<file path="src/rtl/rf_pkg.sv">
// Shared register-file definitions: geometry, scan-port op codes and FSM states.
package rf_pkg;

  localparam int unsigned RF_ADDR_W = 4;
  localparam int unsigned RF_DATA_W = 8;
  localparam int unsigned RF_DEPTH  = 1 << RF_ADDR_W;

  localparam logic OP_DUMP = 1'b0;
  localparam logic OP_LOAD = 1'b1;

  typedef enum logic [1:0] {
    ST_IDLE = 2'd0,
    ST_DUMP = 2'd1,
    ST_LOAD = 2'd2,
    ST_FIN  = 2'd3
  } scan_state_e;

endpackage

</file>
<file path="src/rtl/out_stage.sv">
// Single-entry valid/ready output register for DUMP beats.
module out_stage
  import rf_pkg::*;
#(
  parameter int unsigned ADDR_W = RF_ADDR_W,
  parameter int unsigned DATA_W = RF_DATA_W
) (
  input  logic              clk,
  input  logic              rst_n,
  input  logic              push_valid_i,
  input  logic [ADDR_W-1:0] push_addr_i,
  input  logic [DATA_W-1:0] push_data_i,
  output logic              push_ready_c,
  input  logic              out_ready_i,
  output logic              out_valid_o,
  output logic [ADDR_W-1:0] out_addr_o,
  output logic [DATA_W-1:0] out_data_o
);

  logic              valid_q;
  logic [ADDR_W-1:0] addr_q;
  logic [DATA_W-1:0] data_q;

  // Slot may be refilled when empty or when its current beat is leaving.
  assign push_ready_c = !valid_q || out_ready_i;

  // Payload is only written on a push, so it holds steady through stalls.
  always_ff @(posedge clk or negedge rst_n) begin
    if (!rst_n) begin
      valid_q <= 1'b0;
      addr_q  <= '0;
      data_q  <= '0;
    end else if (push_ready_c) begin
      valid_q <= push_valid_i;
      if (push_valid_i) begin
        addr_q <= push_addr_i;
        data_q <= push_data_i;
      end
    end
  end

  assign out_valid_o = valid_q;
  assign out_addr_o  = addr_q;
  assign out_data_o  = data_q;

endmodule

</file>
<file path="src/rtl/reg_scan_port.sv">
// Host-side DUMP/LOAD engine that owns the reg_file ports while a command runs.
module reg_scan_port
  import rf_pkg::*;
#(
  parameter int unsigned ADDR_W = RF_ADDR_W,
  parameter int unsigned DATA_W = RF_DATA_W
) (
  input  logic              clk,
  input  logic              rst_n,
  input  logic              cmd_valid,
  output logic              cmd_ready,
  input  logic              cmd_op,
  input  logic [ADDR_W-1:0] cmd_base,
  input  logic [ADDR_W:0]   cmd_count,
  output logic              out_valid,
  input  logic              out_ready,
  output logic [ADDR_W-1:0] out_addr,
  output logic [DATA_W-1:0] out_data,
  input  logic              in_valid,
  output logic              in_ready,
  input  logic [DATA_W-1:0] in_data,
  output logic              busy,
  output logic              done,
  output logic [ADDR_W-1:0] rf_ra,
  output logic [ADDR_W-1:0] rf_rb,
  input  logic [DATA_W-1:0] rf_read_a,
  output logic [ADDR_W-1:0] rf_wa,
  output logic [DATA_W-1:0] rf_wd,
  output logic              rf_we
);

  localparam int unsigned CNT_W = ADDR_W + 1;
  localparam int unsigned DEPTH = 1 << ADDR_W;

  scan_state_e       state_q;
  logic [ADDR_W-1:0] ptr_q;
  logic [CNT_W-1:0]  remain_q;
  logic              cmd_ready_q;
  logic              busy_q;
  logic              in_ready_q;
  logic              done_q;
  logic              rf_we_q;
  logic [ADDR_W-1:0] rf_wa_q;
  logic [DATA_W-1:0] rf_wd_q;

  logic              remain_zero_c;
  logic              dump_push_c;
  logic              push_ready_c;
  logic              dump_fire_c;
  logic              load_fire_c;
  logic [CNT_W-1:0]  remain_dec_c;
  logic [CNT_W-1:0]  count_sat_c;

  // Handshake qualifiers and counter arithmetic.
  assign remain_zero_c = (remain_q == '0);
  assign dump_push_c   = (state_q == ST_DUMP) && !remain_zero_c;
  assign dump_fire_c   = dump_push_c && push_ready_c;
  assign load_fire_c   = (state_q == ST_LOAD) && in_valid && in_ready_q;
  assign remain_dec_c  = remain_q - CNT_W'(1);
  assign count_sat_c   = (cmd_count > CNT_W'(DEPTH)) ? CNT_W'(DEPTH) : cmd_count;

  // Command FSM, window counters and the registered write port.
  always_ff @(posedge clk or negedge rst_n) begin
    if (!rst_n) begin
      state_q     <= ST_IDLE;
      ptr_q       <= '0;
      remain_q    <= '0;
      cmd_ready_q <= 1'b1;
      busy_q      <= 1'b0;
      in_ready_q  <= 1'b0;
      done_q      <= 1'b0;
      rf_we_q     <= 1'b0;
      rf_wa_q     <= '0;
      rf_wd_q     <= '0;
    end else begin
      rf_we_q <= 1'b0;
      done_q  <= 1'b0;
      case (state_q)
        ST_IDLE: begin
          if (cmd_valid) begin
            ptr_q       <= cmd_base;
            remain_q    <= count_sat_c;
            cmd_ready_q <= 1'b0;
            busy_q      <= 1'b1;
            if (count_sat_c == '0) begin
              state_q <= ST_FIN;
            end else if (cmd_op == OP_LOAD) begin
              state_q <= ST_LOAD;
            end else begin
              state_q <= ST_DUMP;
            end
          end
        end
        ST_DUMP: begin
          if (dump_fire_c) begin
            ptr_q    <= ptr_q + ADDR_W'(1);
            remain_q <= remain_dec_c;
          end else if (remain_zero_c && push_ready_c) begin
            // Window exhausted and the final beat has left the output slot.
            state_q <= ST_FIN;
          end
        end
        ST_LOAD: begin
          if (load_fire_c) begin
            rf_we_q    <= 1'b1;
            rf_wa_q    <= ptr_q;
            rf_wd_q    <= in_data;
            ptr_q      <= ptr_q + ADDR_W'(1);
            remain_q   <= remain_dec_c;
            in_ready_q <= (remain_dec_c != '0);
            if (remain_dec_c == '0) begin
              state_q <= ST_FIN;
            end
          end else begin
            in_ready_q <= !remain_zero_c;
          end
        end
        ST_FIN: begin
          done_q      <= 1'b1;
          cmd_ready_q <= 1'b1;
          busy_q      <= 1'b0;
          state_q     <= ST_IDLE;
        end
        default: begin
          state_q <= ST_IDLE;
        end
      endcase
    end
  end

  // DUMP beats are captured straight from the combinational read port.
  out_stage #(
    .ADDR_W(ADDR_W),
    .DATA_W(DATA_W)
  ) u_out_stage (
    .clk          (clk),
    .rst_n        (rst_n),
    .push_valid_i (dump_push_c),
    .push_addr_i  (ptr_q),
    .push_data_i  (rf_read_a),
    .push_ready_c (push_ready_c),
    .out_ready_i  (out_ready),
    .out_valid_o  (out_valid),
    .out_addr_o   (out_addr),
    .out_data_o   (out_data)
  );

  assign cmd_ready = cmd_ready_q;
  assign busy      = busy_q;
  assign in_ready  = in_ready_q;
  assign done      = done_q;
  assign rf_ra     = ptr_q;
  assign rf_rb     = ptr_q;
  assign rf_we     = rf_we_q;
  assign rf_wa     = rf_wa_q;
  assign rf_wd     = rf_wd_q;

endmodule

</file>
<file path="config.mk">
export PLATFORM = sky130hd
export DESIGN_NAME = reg_scan_port
export DESIGN_NICKNAME = d
export VERILOG_FILES = /design/src/rtl/rf_pkg.sv /design/src/rtl/out_stage.sv /design/src/rtl/reg_scan_port.sv
export SDC_FILE = /design/constraint.sdc
export NUM_CORES = 1
export LEC_CHECK = 0
export CAP_MARGIN = 20
export CORE_ASPECT_RATIO = 1.2
export CORE_UTILIZATION = 48
export CTS_BUF_LIST = sky130_fd_sc_hd__clkbuf_4 sky130_fd_sc_hd__clkbuf_8
export CTS_CLUSTER_SIZE = 20
export DETAILED_ROUTE_END_ITERATION = 8
export PLACE_DENSITY = 0.87
export SLEW_MARGIN = 20
export SYNTH_ARGS = -nofsm -noshare
export SYNTH_HDL_FRONTEND = slang
export SYNTH_HIERARCHICAL = 1
export SYNTH_SLANG_ARGS = --single-unit
</file>
<file path="constraint.sdc">
create_clock -name clk -period 2.9 [get_ports clk]
set_clock_uncertainty 0.2 [all_clocks]
set_input_delay 0.29 -clock clk [delete_from_list [all_inputs] [get_ports clk]]
set_output_delay 0.29 -clock clk [all_outputs]
set_load 0.005 [all_outputs]
</file>
==> results_tabular.tex <==
\begin{tabular}{lr}
\hline
Metric & Value \\
\hline
\multicolumn{2}{l}{\textbf{Run status}} \\
Outcome & completed \\
\multicolumn{2}{l}{\textbf{Cells and area}} \\
Share of layout cells above drive strength 1 & between 15 and 20\% \\
Final-stage net count & 282 \\
Total area of multi-input combinational cells & 980 sq um \\
Top library cells by usage in the layout, fill and taps aside & 67 x sky130\_fd\_sc\_hd\_\_clkdlybuf4s50\_1, 40 x sky130\_fd\_sc\_hd\_\_dfrtp\_1, 13 x sky130\_fd\_sc\_hd\_\_mux2\_2 \\
Final standard cell utilization of the core & roughly 68\% \\
Area delta synth->final & 35.7\% \\
Combined flip-flop and latch cell area & around 1000 sq um \\
Total inserted antenna cells & 0 \\
Leading cell type in the layout, fill and taps excluded & sky130\_fd\_sc\_hd\_\_clkdlybuf4s50\_1 \\
Fillers & 321 \\
\multicolumn{2}{l}{\textbf{Floorplanning}} \\
Die footprint & 4740 sq um \\
Core Box Area & 4260 sq um \\
Starting density of the core & around 50\% \\
Placement row count & 26 \\
Horizontal extent of the die & between 60 and 70 microns \\
Die boundary height & 75.2 microns \\
Number of placed I/O pins & 69 \\
\multicolumn{2}{l}{\textbf{Logic synthesis}} \\
Share of synthesized flip-flops with an asynchronous set or reset & 100\% \\
Seq/Total Area, Yosys & 47.9\% \\
Yosys warning total & 6 \\
Leading post-synthesis cells by cell area & sky130\_fd\_sc\_hd\_\_dfrtp\_1 47\%, sky130\_fd\_sc\_hd\_\_mux2\_4 7.0\%, sky130\_fd\_sc\_hd\_\_mux2\_2 6.8\% \\
Leading area contributor after synthesis & sky130\_fd\_sc\_hd\_\_dfrtp\_1 \\
Post-synth top flop & sky130\_fd\_sc\_hd\_\_dfrtp\_1 \\
Synthesized net count & 217 \\
Fraction of post-synthesis cell area in the top cell type by area & a little under half \\
Number of cells produced by synthesis & 177 \\
Netlist area before placement & 2150 sq um \\
Register bit total from synthesis & 41 \\
Synthesized area per cell & between 10 and 15 sq um \\
Count of different cell masters after synthesis & between 40 and 50 \\
Count of flip-flops with a built-in enable after synthesis & 0 \\
\multicolumn{2}{l}{\textbf{Global route}} \\
Maximum number of pins on one net before global-route repair & 42 \\
First-pass GRT wire length & 6960 microns \\
GR Layer Usage met2 & 32.7\% \\
Number of global-route vias before repair & about 1500 \\
Initial antenna violation count & 0 \\
All-Layer GR Usage & a little under a fifth \\
Met1 global-route usage & 24.2\% \\
Global routing usage on met3 & between 3 and 4\% \\
GRT busiest layer & met2 \\
Aggregate global routing overflow & 0 \\
\multicolumn{2}{l}{\textbf{Drt}} \\
Number of optimization iterations in the first detailed-route pass & 4 \\
Routed via count divided by cell count & 5.23 \\
Vias post-DR & between 1500 and 2000 \\
Remaining antenna violation count & 0 \\
Number of violations reported at the end of detailed-routing iteration 0 & between 60 and 70 \\
Final wirelength & 4380 microns \\
Mean routed wirelength per cell & between 10 and 15 microns \\
DR DRC count & 0 \\
\multicolumn{2}{l}{\textbf{Clock tree}} \\
Post-CTS Setup Inserts & 0 \\
CTS Hold Buffers Added & 1 \\
Total clock sinks & 41 \\
Post-cts resize count & 0 \\
Clock tree from TritonCTS & built \\
Clk pin slew, worst setup/hold paths & $\sim$0.080 ns \\
Number of H-tree levels & 2 \\
Clock root cell & sky130\_fd\_sc\_hd\_\_clkbuf\_8 \\
Clock latency reported for the late side of the worst-skew pair & 0.29 ns \\
TritonCTS Buffers & 5 \\
CTS max path bufs & 2 \\
\multicolumn{2}{l}{\textbf{Timing}} \\
Minimum clock period after layout & between 2 and 2.5 ns \\
Unrepaired setup endpoints after global routing & false \\
Slew at the pin closest to its max-slew limit & 0.875 ns \\
Tightest slew margin relative to the limit & roughly two fifths \\
Post-route clock period utilization & 83.3\% \\
Slew Viols, Final & 0 \\
Final hold viol count & 0 \\
Final-report setup violation count & 0 \\
Setup WS post-layout & approximately 0.48 ns \\
Max frequency & 0.414 GHz \\
Final sum of negative setup slack & 0 ns \\
\multicolumn{2}{l}{\textbf{Worst setup path}} \\
Cells traversed along the worst timing path & inv\_1, ha\_1, nor2b\_1, a211o\_2, or2\_2, a211o\_1 \\
Crit path max fanout & 13 \\
Maximum single-stage delay on the critical path & 0.43 ns \\
Data required time of the critical path & 2.87 ns \\
Buffering stage count on the worst path with inverters included & 1 \\
Type of element launching the critical path & register \\
Slowest stage cell on the critical path & sky130\_fd\_sc\_hd\_\_or2\_2 \\
Worst endpoint data arrival time & around 2.4 ns \\
Largest delay share family, worst path & compound AO/OA/AOI/OAI gates \\
Capturing element type of the critical path & register \\
Critical path class & reg2reg \\
\multicolumn{2}{l}{\textbf{Power}} \\
Relative contribution of combinational cells to total power & 54.5\% \\
Net switching fraction of the power & 34.7\% \\
Power per cell area & between 1000 and 1500 nW/um\^{}2 \\
Leakage dissipation & 1.29 nW \\
Clock network fraction of total power & 12.8\% \\
Total net switching power & 1.19 mW \\
Peak supply drop & 0.000546 V \\
Power Internal & 2.23 mW \\
Sequential cell fraction of total power & 32.7\% \\
\multicolumn{2}{l}{\textbf{Placed design}} \\
Worst slack, placed & between 0.5 and 0.6 ns \\
GP Congestion & around 0.8 \\
Post-DP HPWL & 3170 microns \\
Port Buffer Count & 68 \\
\multicolumn{2}{l}{\textbf{Worst hold path}} \\
Tightest Hold Check Type & reg2reg \\
\multicolumn{2}{l}{\textbf{Job}} \\
Max-cap check violation count & 0 \\
\hline
\end{tabular}
worst paths after layout:
kind | start | to | slack (ns) | cells past startpoint
setup / recovery | state_q[0] | remain_q[4] | 0.48 | 6
hold / removal | rf_wa[0] | rf_wa[0] | 0.31 | 2
setup reg to reg | state_q[0] | remain_q[4] | 0.48 | 6
hold reg to reg | rf_wa[0] | rf_wa[0] | 0.31 | 2
max in group asynchronous | rst_n | rf_ra[3] | 1.50 | 2
min in group asynchronous | rst_n | u_out_stage/out_data_o[5] | 0.46 | 2
sequential cells by signal (all words and copies together), names as in the netlist:
register,cells
u_out_stage/out_valid_o,1
done,1
rf_ra,4
rf_wd,8
state_q,2
rf_we,1
remain_q,5
u_out_stage/out_data_o,8
in_ready,1
cmd_ready,1
u_out_stage/out_addr_o,4
busy,1
rf_wa,4
final cells by class:
class | instances | share of cell area, %
sequential | 41 | 35.3
clock inverter | 2 | 1.20
clock buffer | 5 | 2.36
multi-input combinational | 113 | 33.6
timing repair buffer | 69 | 23.5
tap | 56 | 2.41
inverter | 12 | 1.55
kinds of logic (layout without fill, tap and decap cells):
logic type / after synthesis / count (layout) / share of synthesized area, %
AOI/OAI and AO/OA: 34 / 34 / 11.8
adders and majority gates: 9 / 9 / 5.25
buffers and inverters: 23 / 88 / 6.47
DFF: 41 / 41 / 47.9
muxes: 28 / 28 / 16.2
and+or+nand+nor: 42 / 42 / 12.4
power by group through the flow:
stage	combinational [mW]	sequential, mW	clock [mW]
floorplan	1.19	1.10	0
global placement	1.80	1.11	0
detailed placement	1.85	1.13	0
CTS	1.87	1.12	0.445
global route	2.03	1.17	0.469
finish	1.86	1.12	0.438
through the flow:
stage	std cells	instance area, sq um	hold WS [ns]	power [mW]
3_5_place_dp	290	2800	0.261	2.98
2_1_floorplan	177	2150	-0.206	2.30
6_report	298	2910	0.306	3.42
4_1_cts	298	2910	0.310	3.44
3_3_place_gp	290	2800	0.261	2.91
5_1_grt	298	2910	0.336	3.67
worst min-delay path: stages, from the launching register on:
cell and delay (ns):
sky130_fd_sc_hd__dfrtp_1 0.36, sky130_fd_sc_hd__nand2_1 0.05, sky130_fd_sc_hd__o21ai_0 0.06
cell usage after synthesis, types with 2 or more instances:
master                       n
sky130_fd_sc_hd__o21ai_0     9
sky130_fd_sc_hd__ha_1        9
sky130_fd_sc_hd__dfrtp_1    40
sky130_fd_sc_hd__a31oi_1     2
sky130_fd_sc_hd__nor4_1      2
sky130_fd_sc_hd__mux2_4     10
sky130_fd_sc_hd__or2_2       2
sky130_fd_sc_hd__nor3_1      5
sky130_fd_sc_hd__nand4b_1    2
sky130_fd_sc_hd__mux2i_1     4
sky130_fd_sc_hd__a211o_1     3
sky130_fd_sc_hd__buf_4       5
sky130_fd_sc_hd__nand3_1     3
sky130_fd_sc_hd__nand2b_1    2
sky130_fd_sc_hd__mux2_2     13
sky130_fd_sc_hd__nand2_1     7
sky130_fd_sc_hd__nand3b_1    3
sky130_fd_sc_hd__nor2_1      5
sky130_fd_sc_hd__a21oi_1     4
sky130_fd_sc_hd__inv_1      12
sky130_fd_sc_hd__a2111oi_0   3
sky130_fd_sc_hd__o41ai_1     2
sky130_fd_sc_hd__nor3b_1     2
sky130_fd_sc_hd__clkbuf_1    3
sky130_fd_sc_hd__nor2b_1     3
layer usage:
metal,wire (microns),vias up
li1,-,759
met1,1870,759
met2,2310,37
met3,135,5
met4,57,0
met5,0,-
(Power assumes the default switching activity.)
